$ cat src/rtl/pcie_pkg.sv
// PCIe TLP header layouts, completer constants and FSM encoding shared by the TL/AXI bridge.
// Address DWs of a request header are stored byte-reversed, the same order the Tx packer emits.
package pcie_pkg;

  typedef struct packed {
    logic [2:0]  fmt;
    logic [4:0]  tlp_type;
    logic        tg_h;
    logic [2:0]  tc;
    logic        tg_m;
    logic        attr_h;
    logic        ln;
    logic        th;
    logic        td;
    logic        ep;
    logic [1:0]  attr;
    logic [1:0]  at;
    logic [9:0]  length;
    logic [15:0] requester_id;
    logic [7:0]  tag;
    logic [3:0]  last_be;
    logic [3:0]  first_be;
    logic [31:0] addr_h;
    logic [5:0]  addr_l;
    logic [1:0]  ph;
    logic [23:0] addr_m;
  } tlp_memory_req_hdr_t;

  typedef struct packed {
    logic [2:0]  fmt;
    logic [4:0]  tlp_type;
    logic        tg_h;
    logic [2:0]  tc;
    logic        tg_m;
    logic        attr_h;
    logic        ln;
    logic        th;
    logic        td;
    logic        ep;
    logic [1:0]  attr;
    logic [1:0]  at;
    logic [9:0]  length;
    logic [15:0] completer_id;
    logic [2:0]  status;
    logic        bcm;
    logic [11:0] byte_count;
    logic [15:0] requester_id;
    logic [7:0]  tag;
    logic        rsvd;
    logic [6:0]  lower_addr;
  } tlp_cpl_hdr_t;

  localparam logic [2:0] FMT_4DW_NODATA = 3'b001;
  localparam logic [2:0] FMT_3DW_DATA   = 3'b010;
  localparam logic [4:0] TYPE_MEM       = 5'b00000;
  localparam logic [4:0] TYPE_CPL       = 5'b01010;
  localparam logic [2:0] CPL_STATUS_SC  = 3'b000;

  typedef enum logic [1:0] {IDLE, AR, DATA, HDR} cpl_fsm_t;

  function automatic logic [31:0] bswap32(input logic [31:0] d);
    return {d[7:0], d[15:8], d[23:16], d[31:24]};
  endfunction

  // Bits [1:0] of the rebuilt address are forced to zero (the ph field sits there on the wire).
  function automatic logic [63:0] req_addr(input tlp_memory_req_hdr_t h);
    return {bswap32(h.addr_h), bswap32({h.addr_l, 2'b00, h.addr_m})};
  endfunction

endpackage

$ cat src/rtl/tl_axi_completer.sv
// MemRd completer: pops one 4DW MemRd, issues one AXI INCR burst, returns CplD chunks of at most
// MAX_PAYLOAD_SIZE; each chunk's payload is written before its header. One request in flight.
module tl_axi_completer
  import pcie_pkg::*;
#(
  parameter int AXI_ID_WIDTH      = 4,
  parameter int AXI_ADDR_WIDTH    = 64,
  parameter int MAX_READ_REQ_SIZE = 512,
  parameter int MAX_PAYLOAD_SIZE  = 128
) (
  input  logic                      clk,
  input  logic                      rst_n,
  input  logic [15:0]               config_bdf_i,
  input  logic                      rx_np_hdr_empty_i,
  input  logic [127:0]              rx_np_hdr_rdata_i,
  output logic                      rx_np_hdr_rden_o,
  output logic                      m_arvalid_o,
  input  logic                      m_arready_i,
  output logic [AXI_ID_WIDTH-1:0]   m_arid_o,
  output logic [AXI_ADDR_WIDTH-1:0] m_araddr_o,
  output logic [7:0]                m_arlen_o,
  output logic [2:0]                m_arsize_o,
  output logic [1:0]                m_arburst_o,
  input  logic                      m_rvalid_i,
  output logic                      m_rready_o,
  input  logic [255:0]              m_rdata_i,
  input  logic [1:0]                m_rresp_i,
  input  logic                      m_rlast_i,
  input  logic                      cpl_hdr_full_i,
  output logic                      cpl_hdr_wren_o,
  output logic [95:0]               cpl_hdr_wdata_o,
  input  logic                      cpl_data_full_i,
  output logic                      cpl_data_wren_o,
  output logic [255:0]              cpl_data_wdata_o,
  output logic                      err_unsupported_o,
  output logic                      busy_o
);

  localparam int          MPS_BEATS = MAX_PAYLOAD_SIZE / 32;
  localparam logic [7:0]  MPS_B     = 8'(MPS_BEATS);
  localparam logic [12:0] MRRS_B    = 13'(MAX_READ_REQ_SIZE);

  tlp_memory_req_hdr_t req;
  tlp_cpl_hdr_t        cpl;
  logic [63:0]         req_addr64;
  logic [10:0]         req_len_dw;
  logic [12:0]         req_bytes;
  logic                req_ok;

  cpl_fsm_t                  state_q, state_d;
  logic [AXI_ADDR_WIDTH-1:0] addr_q, addr_d;
  logic [7:0]                total_beats_q, total_beats_d;
  logic [15:0]               req_id_q, req_id_d;
  logic [9:0]                tag_q, tag_d;
  logic [7:0]                beat_cnt_q, beat_cnt_d;
  logic [7:0]                chunk_beats_q, chunk_beats_d;
  logic                      chunk_ep_q, chunk_ep_d;
  logic [12:0]               sent_q, sent_d;

  // rlast is not used for sequencing; the beat count derived from the request length is.
  logic unused_in;
  assign unused_in = ^{rx_np_hdr_rdata_i, m_rlast_i};

  assign req        = rx_np_hdr_rdata_i;
  assign req_addr64 = req_addr(req);
  assign req_len_dw = {(req.length == 10'd0), req.length};
  assign req_bytes  = {req_len_dw, 2'b00};
  assign req_ok     = (req.fmt == FMT_4DW_NODATA) && (req.tlp_type == TYPE_MEM) &&
                      (req_len_dw[2:0] == 3'd0) && (req_bytes <= MRRS_B) &&
                      (req_addr64[4:0] == 5'd0);

  always_ff @(posedge clk) begin
    if (!rst_n) begin
      state_q       <= IDLE;
      addr_q        <= '0;
      total_beats_q <= '0;
      req_id_q      <= '0;
      tag_q         <= '0;
      beat_cnt_q    <= '0;
      chunk_beats_q <= '0;
      chunk_ep_q    <= 1'b0;
      sent_q        <= '0;
    end else begin
      state_q       <= state_d;
      addr_q        <= addr_d;
      total_beats_q <= total_beats_d;
      req_id_q      <= req_id_d;
      tag_q         <= tag_d;
      beat_cnt_q    <= beat_cnt_d;
      chunk_beats_q <= chunk_beats_d;
      chunk_ep_q    <= chunk_ep_d;
      sent_q        <= sent_d;
    end
  end

  // Handshake outputs are held low while rst_n is low so an abandoned burst never writes.
  always_comb begin
    state_d           = state_q;
    addr_d            = addr_q;
    total_beats_d     = total_beats_q;
    req_id_d          = req_id_q;
    tag_d             = tag_q;
    beat_cnt_d        = beat_cnt_q;
    chunk_beats_d     = chunk_beats_q;
    chunk_ep_d        = chunk_ep_q;
    sent_d            = sent_q;
    rx_np_hdr_rden_o  = 1'b0;
    err_unsupported_o = 1'b0;
    m_arvalid_o       = 1'b0;
    m_rready_o        = 1'b0;
    cpl_data_wren_o   = 1'b0;
    cpl_hdr_wren_o    = 1'b0;
    if (rst_n) begin
      case (state_q)
        IDLE: begin
          if (!rx_np_hdr_empty_i) begin
            rx_np_hdr_rden_o = 1'b1;
            if (req_ok) begin
              addr_d        = req_addr64[AXI_ADDR_WIDTH-1:0];
              total_beats_d = req_len_dw[10:3];
              req_id_d      = req.requester_id;
              tag_d         = {req.tg_h, req.tg_m, req.tag};
              state_d       = AR;
            end else begin
              err_unsupported_o = 1'b1;
            end
          end
        end
        AR: begin
          m_arvalid_o = 1'b1;
          if (m_arready_i) begin
            beat_cnt_d    = '0;
            chunk_beats_d = '0;
            chunk_ep_d    = 1'b0;
            sent_d        = '0;
            state_d       = DATA;
          end
        end
        DATA: begin
          m_rready_o      = !cpl_data_full_i;
          cpl_data_wren_o = m_rvalid_i && !cpl_data_full_i;
          if (cpl_data_wren_o) begin
            beat_cnt_d    = beat_cnt_q + 8'd1;
            chunk_beats_d = chunk_beats_q + 8'd1;
            chunk_ep_d    = chunk_ep_q | (m_rresp_i != 2'b00);
            if ((chunk_beats_d == MPS_B) || (beat_cnt_d == total_beats_q)) begin
              state_d = HDR;
            end
          end
        end
        HDR: begin
          if (!cpl_hdr_full_i) begin
            cpl_hdr_wren_o = 1'b1;
            sent_d         = sent_q + {chunk_beats_q, 5'b00000};
            chunk_beats_d  = '0;
            chunk_ep_d     = 1'b0;
            state_d        = (beat_cnt_q == total_beats_q) ? IDLE : DATA;
          end
        end
        default: state_d = IDLE;
      endcase
    end
  end

  // byte_count keeps only 12 bits, so a remaining 4096 bytes encodes as 0.
  always_comb begin
    cpl              = '0;
    cpl.fmt          = FMT_3DW_DATA;
    cpl.tlp_type     = TYPE_CPL;
    cpl.tg_h         = tag_q[9];
    cpl.tg_m         = tag_q[8];
    cpl.ep           = chunk_ep_q;
    cpl.length       = 10'({chunk_beats_q, 3'b000});
    cpl.completer_id = config_bdf_i;
    cpl.status       = CPL_STATUS_SC;
    cpl.byte_count   = 12'({total_beats_q, 5'b00000} - sent_q);
    cpl.requester_id = req_id_q;
    cpl.tag          = tag_q[7:0];
    cpl.lower_addr   = addr_q[6:0] + sent_q[6:0];
  end

  assign cpl_hdr_wdata_o  = (rst_n && state_q == HDR) ? cpl : '0;
  assign cpl_data_wdata_o = (rst_n && state_q == DATA) ? m_rdata_i : '0;
  assign m_araddr_o       = (rst_n && state_q == AR) ? addr_q : '0;
  assign m_arlen_o        = (rst_n && state_q == AR) ? (total_beats_q - 8'd1) : '0;
  assign m_arid_o         = '0;
  assign m_arsize_o       = 3'd5;
  assign m_arburst_o      = 2'b01;
  assign busy_o           = (state_q != IDLE);

endmodule
$ cat config.mk
export PLATFORM = sky130hd
export DESIGN_NAME = tl_axi_completer
export DESIGN_NICKNAME = d
export VERILOG_FILES = /design/src/rtl/pcie_pkg.sv /design/src/rtl/tl_axi_completer.sv
export SDC_FILE = /design/constraint.sdc
export NUM_CORES = 1
export LEC_CHECK = 0
export CAP_MARGIN = 40
export CORE_AREA = 2 2 330 332
export DETAILED_ROUTE_END_ITERATION = 16
export DIE_AREA = 0 0 332 334
export GPL_TIMING_DRIVEN = 0
export HOLD_SLACK_MARGIN = 0.03
export PLACE_DENSITY = 0.42
export SLEW_MARGIN = 25
export SYNTH_ARGS = -nofsm -noshare
export SYNTH_HDL_FRONTEND = slang
export SYNTH_SLANG_ARGS = --single-unit
$ cat constraint.sdc
create_clock -name clk -period 2.2 [get_ports clk]
set_input_delay 0.44 -clock clk [delete_from_list [all_inputs] [get_ports clk]]
set_output_delay 0.44 -clock clk [all_outputs]
set_load 0.02 [all_outputs]
==> results.cfg, run 1 <==
[sta]
final-hold-violation-count = 0
max_slew.worst_pin.slew_ns = 0.632
timing.slew.headroom_pct = 57.8
post-route-min-period_ns = 2.80
layout_worst_path_cycle_share_pct = 127
clock_skew_after_layout_ns = 0.0174
timing.final.setup_violations = 370
final_setup_slack_of_the_worst_path_ns = -0.603
final_hold_slack_ns = 0.438
fmaxAchievable_ghz = 0.357
rsz_0062_raised_after_global_routing = yes
report.final.slew_viol_count = 0

[grt]
pin_count_of_the_biggest_net_entering_global_routing = 17
wire_length_of_the_first_global_routing_pass_mm = 118
via_count_of_the_first_global_routing_pass = 12800
globalRoute.totalOverflow = 0
grt_usage_pct = 15.6
antenna_found_initial = 25

[synth]
synth.distinct_cells = 58
syn-instance-count = 1227
synth_largest_area_cell = dfxtp_1
synth_top_flop_cell = dfxtp_1
synth_enable_flop_cells = 0
asyncSetResetFlopFracSynth_pct = 0
ys.warnings.count = 0
synth_top_area_share_pct = 28.3
syn_area_per_cell_um2 = 7.04
ys_ff_latch = 122
netlist_area_um2 = 8630
seq_area_frac_synth_pct = 28.3
post_synth_main_area_contributors = dfxtp_1 (28%), and3_1 (24%), nand2_1 (9.2%)

[floorplan]
row_count = 121
design.portCount = 850
core_area_um2 = 108000
floorplan.die.width_um = 332
initial_core_util_pct = 8.01
fp.dieArea_um2 = 111000
dieHeight_um = 334

[routing]
remaining_antenna_violation_count_after_routing = 0
firstDrtPassIters = 5
detail_route.vias_per_cell = 3.63
wl_per_cell_um = 24.8
detailed_route_iter0_violations = 833
routed_wl_mm = 90.5
via_count = 13300
route.detailed.drc = 0

[run_status]
result_of_the_run = finished, violations left
failed_checks = negative setup slack

[clock_tree]
clock_insertion_delay_worst_skew_ns = 0.48
tritoncts.num_buffers = 17
clock-sinks = 122
root_buffer = clkbuf_16
cts_buffer_depth = 2
cts_hold_buffers = 0
register_clock_pin_slew_on_the_reported_worst_setup_and_hold_paths_ns = 0.06
tritoncts_clock_tree = done
cts_htree_levels = 4

[setup_path]
arrival_ns = 2.36
critical_path_required_ns = 1.76
timing.critical_path.from_type = flip-flop
cp_max_fo = 6
worst_setup_ep_type = output pin
path_class = flip-flop to output pin

[final_layout]
final_cell_mix = buf_6 (431), clkdlybuf4s50_1 (367), and3_4 (315)
area_delta_synth_final_pct = 181
finish.cell_count_without_fillers = 3655
nets = 2649
layout_commonest_cell = buf_6
final_layout_size_suffix_gt1_share_pct = 50.9

[power]
cellPowerDensity_nw_per_um2 = 263
irDropWorstVdd_mv = 0.581
leakage_uw = 0.00974

[placement]
placed_cells_incl_taps = 3468
port-buffer-count = 783
finalWeightedCongestion = 0.928
dp_hpwl_mm = 73.8

[worst_hold_path]
hold_path.class = primary input to flip-flop

[flow_run]
max_cap_violations = 0
[registers in the layout (all words and copies together), names as in the netlist]
signal / cells
addr_q: 62
chunk_ep_q: 1
tag_q: 10
req_id_q: 16
chunk_beats_q: 8
total_beats_q: 8
state_q: 2
beat_cnt_q: 8
sent_q: 7
[metal layers]
metal / track usage (%) / share of wire [%] / vias up
met4: 2.84 / 1.5 / 30
li1: - / - / 6138
met1: 21.6 / 46 / 6370
met2: 22.6 / 42 / 620
met5: 0 / 0.19 / -
met3: 6.12 / 11 / 92
[logic make-up after synthesis]
logic type,Yosys count,synth area share [%]
and+or+nand+nor,702,43.6
buffers and inverters,191,11.7
AOI/OAI and AO/OA,160,10.3
DFF,122,28.3
xor gates and xnor gates,30,3.04
adders and majority gates,19,2.84
other,2,0.0870
muxes,1,0.116
[stage by stage]
stage                     cell area (um2)  power (uW)  TNS [ns]  setup slack, ns  util (%)
after floorplan                      8820        2490  -0.00160         -0.00160         -
after global placement              18400        3380  -1009.52            -2.56      17.1
after detailed placement            18500        3380   -509.85            -1.47      17.2
after CTS                           23000        6480   -128.37           -0.666      21.3
after global routing                24300        6640   -102.41           -0.746      22.5
final                               24300        6400    -71.37           -0.603      22.5
[where the power goes]
part | internal, uW | switching [uW]
logic | 697 | 504
registers | 2200 | 1.50
clock network | 1780 | 1210
total | 4680 | 1720
[synth_stat cells, types with 4 or more instances]
cell and n:
buf_6 15, dfxtp_1 122, and3_1 327, a21oi_1 113, and2_1 56, xor2_1 12, o21ai_0 18, nand2_1 211
nor3b_1 5, a211oi_1 5, inv_1 18, buf_2 9, or3_1 4, nor3_1 15, ha_1 18, nor2_1 40
xnor2_1 18, buf_4 44, nor4_1 7, nand3_1 17, clkbuf_1 102
[cell type report]
cell class / count / area (um2)
clock buffer: 18 / 429
tap: 1414 / 1770
inverter: 20 / 93.8
buffer: 153 / 1420
antenna: 9 / 22.5
clock inverter: 13 / 171
multi-input combinational: 954 / 7400
fill: 11900 / 83500
timing repair buffer: 952 / 10500
sequential: 122 / 2460
[worst paths after layout]
kind	start	endpoint	slack (ns)	depth (start not counted)
min reg2reg	tag_q[4]	tag_q[4]	0.45	2
max reg2reg	state_q[1]	total_beats_q[3]	0.06	13
min	rx_np_hdr_rdata_i[102]	total_beats_q[3]	0.44	3
max	total_beats_q[4]	cpl_hdr_wdata_o[43]	-0.60	6
[worst max-delay path, cell delays in order, from the launching register on]
cell,delay [ns]
dfxtp_1,0.67
ha_1,0.39
and3_1,0.23
a211oi_2,0.25
xnor2_1,0.10
nor2_2,0.13
buf_6,0.13
[repair_timing]
item                                     CTS  global route
setup buffers                             83            53
resized for setup                       3028           376
pin swaps                                104            59
endpoints found under the setup margin   497           428
gates cloned                              40             2
Note: power is estimated with default switching activity, not from simulation.
==> run 2: changes to the inputs <==
Settings changed: CTS_CLUSTER_SIZE set to 30.
==> results of run 2 <==
No change in the layout: final DEF, timing and power equal those of run 1.
==> run 3: changes to the inputs <==
==> constraint.sdc (replaced) <==
create_clock -name clk -period 2.2 [get_ports clk]
set_input_delay 0.66 -clock clk [delete_from_list [all_inputs] [get_ports clk]]
set_output_delay 0.66 -clock clk [all_outputs]
set_load 0.02 [all_outputs]
==> results.cfg, run 3 (same netlist as run 1, synthesis figures left out) <==
[routing]
remaining_antenna_violation_count_after_routing = 0
route.detailed.drc = 0
firstDrtPassIters = 5
detail_route.vias_per_cell = 3.68
detailed_route_iter0_violations = 854
routed_wl_mm = 95.7
wl_per_cell_um = 25.9
via_count = 13600

[placement]
placement.setup.worst_slack_ns = -2.15
finalWeightedCongestion = 0.953
placed_cells_incl_taps = 3472
placedInstanceArea_um2 = 18700
port-buffer-count = 783
dp_hpwl_mm = 78.4

[worst_hold_path]
hold-path-cell-count = 2
hold_path.class = flip-flop to flip-flop

[power]
irDropWorstVdd_mv = 0.506
cellPowerDensity_nw_per_um2 = 250
leakage_uw = 0.0100

[grt]
antenna_found_initial = 46
globalRoute.totalOverflow = 0
grt_usage_pct = 16.4
wire_length_of_the_first_global_routing_pass_mm = 123
via_count_of_the_first_global_routing_pass = 13200
pin_count_of_the_biggest_net_entering_global_routing = 17

[sta]
report.final.slew_viol_count = 0
clock_skew_after_layout_ns = 0.0145
rsz_0062_raised_after_global_routing = yes
fmaxAchievable_ghz = 0.329
timing.slew.headroom_pct = 46.9
final_hold_slack_ns = 0.450
tns_ns = -161.44
final_setup_slack_of_the_worst_path_ns = -0.836
max_slew.worst_pin.slew_ns = 0.797
layout_worst_path_cycle_share_pct = 138
timing.final.setup_violations = 500
post-route-min-period_ns = 3.04
final-hold-violation-count = 0

[final_layout]
largest_register_ff_count = 62
largest_register = addr_q
stdcell_area_um2 = 24700
area_delta_synth_final_pct = 187
final_cell_mix = buf_6 (425), clkdlybuf4s50_1 (363), and3_4 (312)
nets = 2674
finish.cell_count_without_fillers = 3689
final_layout_size_suffix_gt1_share_pct = 53.2
reg_top3 = addr_q: 62 flops, req_id_q: 16 flops, tag_q: 10 flops
layout_commonest_cell = buf_6
layout.filler_cells = 11800

[setup_path]
cp_max_fo = 6
path_class = flip-flop to output pin
critical_path_required_ns = 1.54
r2r_cells = 8
timing.critical_path.from_type = flip-flop
worst_setup_ep_type = output pin
arrival_ns = 2.38

[run_status]
failed_checks = negative setup slack
result_of_the_run = finished, violations left

[clock_tree]
tritoncts_clock_tree = done
tritoncts.num_buffers = 17
register_clock_pin_slew_on_the_reported_worst_setup_and_hold_paths_ns = 0.07
cts_htree_levels = 4
cts_buffer_depth = 2
root_buffer = clkbuf_16
clock_insertion_delay_worst_skew_ns = 0.45
clock-sinks = 122

[floorplan]
floorplan.die.width_um = 332
fp.dieArea_um2 = 111000
initial_core_util_pct = 8.01
design.portCount = 850
row_count = 121
dieHeight_um = 334
core_area_um2 = 108000

[flow_run]
max_cap_violations = 0
[run 3: changes by cell type in the layout (fill, tap and decap cells not counted), sizes merged]
cell and change:
clkdlybuf4s50 -4, clkinv -1, dlygate4sd2 -9, clkbuf -8, buf +43, bufinv -3
clkinvlp -2, inv +7, nand2 +1, dlymetal6s2s -1, diode +8, clkdlybuf4s15 +3
[run 3: path summary, 6_finish.rpt]
| kind | start | to | slack (ns) |
|---|---|---|---|
| max | total_beats_q[4] | cpl_hdr_wdata_o[43] | -0.84 |
| min | req_id_q[10] | req_id_q[10] | 0.45 |
| max reg2reg | chunk_beats_q[0] | sent_q[11] | -0.10 |
| min reg2reg | req_id_q[10] | req_id_q[10] | 0.45 |
[run 3: layer usage]
metal  wire length, um  track usage, %  share of wire (%)
met1             37500            19.4                 39
met2             41900            25.3                 44
met3              9680            5.72                 10
met4              6460            10.1                6.8
met5               215               0               0.22
[run 3: final cells by class]
type	count	area [um2]	share of cell area, %
antenna	17	42.5	0.172
buffer	152	1470	5.93
clock buffer	18	439	1.78
clock inverter	14	113	0.455
inverter	20	90.1	0.364
multi-input combinational	955	7450	30.1
sequential	122	2460	9.96
tap	1414	1770	7.15
timing repair buffer	977	10900	44.1
[run 3: what timing repair did]
item                       in CTS  in global routing
hold buffers                    0                  0
setup endpoints to repair     515                506
buffers inserted               98                 70
gates resized for setup      3062                387
pin swaps                     101                 80
gates cloned                   31                  4
[run 3: report_power, final]
group	internal, uW	switching (uW)	total [uW]	leakage [uW]
combinational	723	488	1210	0.00875
clock	1490	1280	2770	0.000262
sequential	2200	1.80	2210	0.000988
[run 3: per-stage QoR]
stage	total power, uW	util, %
after floorplan	2490	-
after global placement	3360	17.3
after detailed placement	3370	17.4
after CTS	6280	21.9
after global routing	6410	22.9
final	6190	22.9
[run 3: worst max-delay path, cell delays in order, from the launching register on]
cell	delay, ns
dfxtp_2	0.61
ha_1	0.37
and3_1	0.23
a211oi_4	0.30
xnor2_2	0.11
nor2_4	0.15
buf_6	0.14
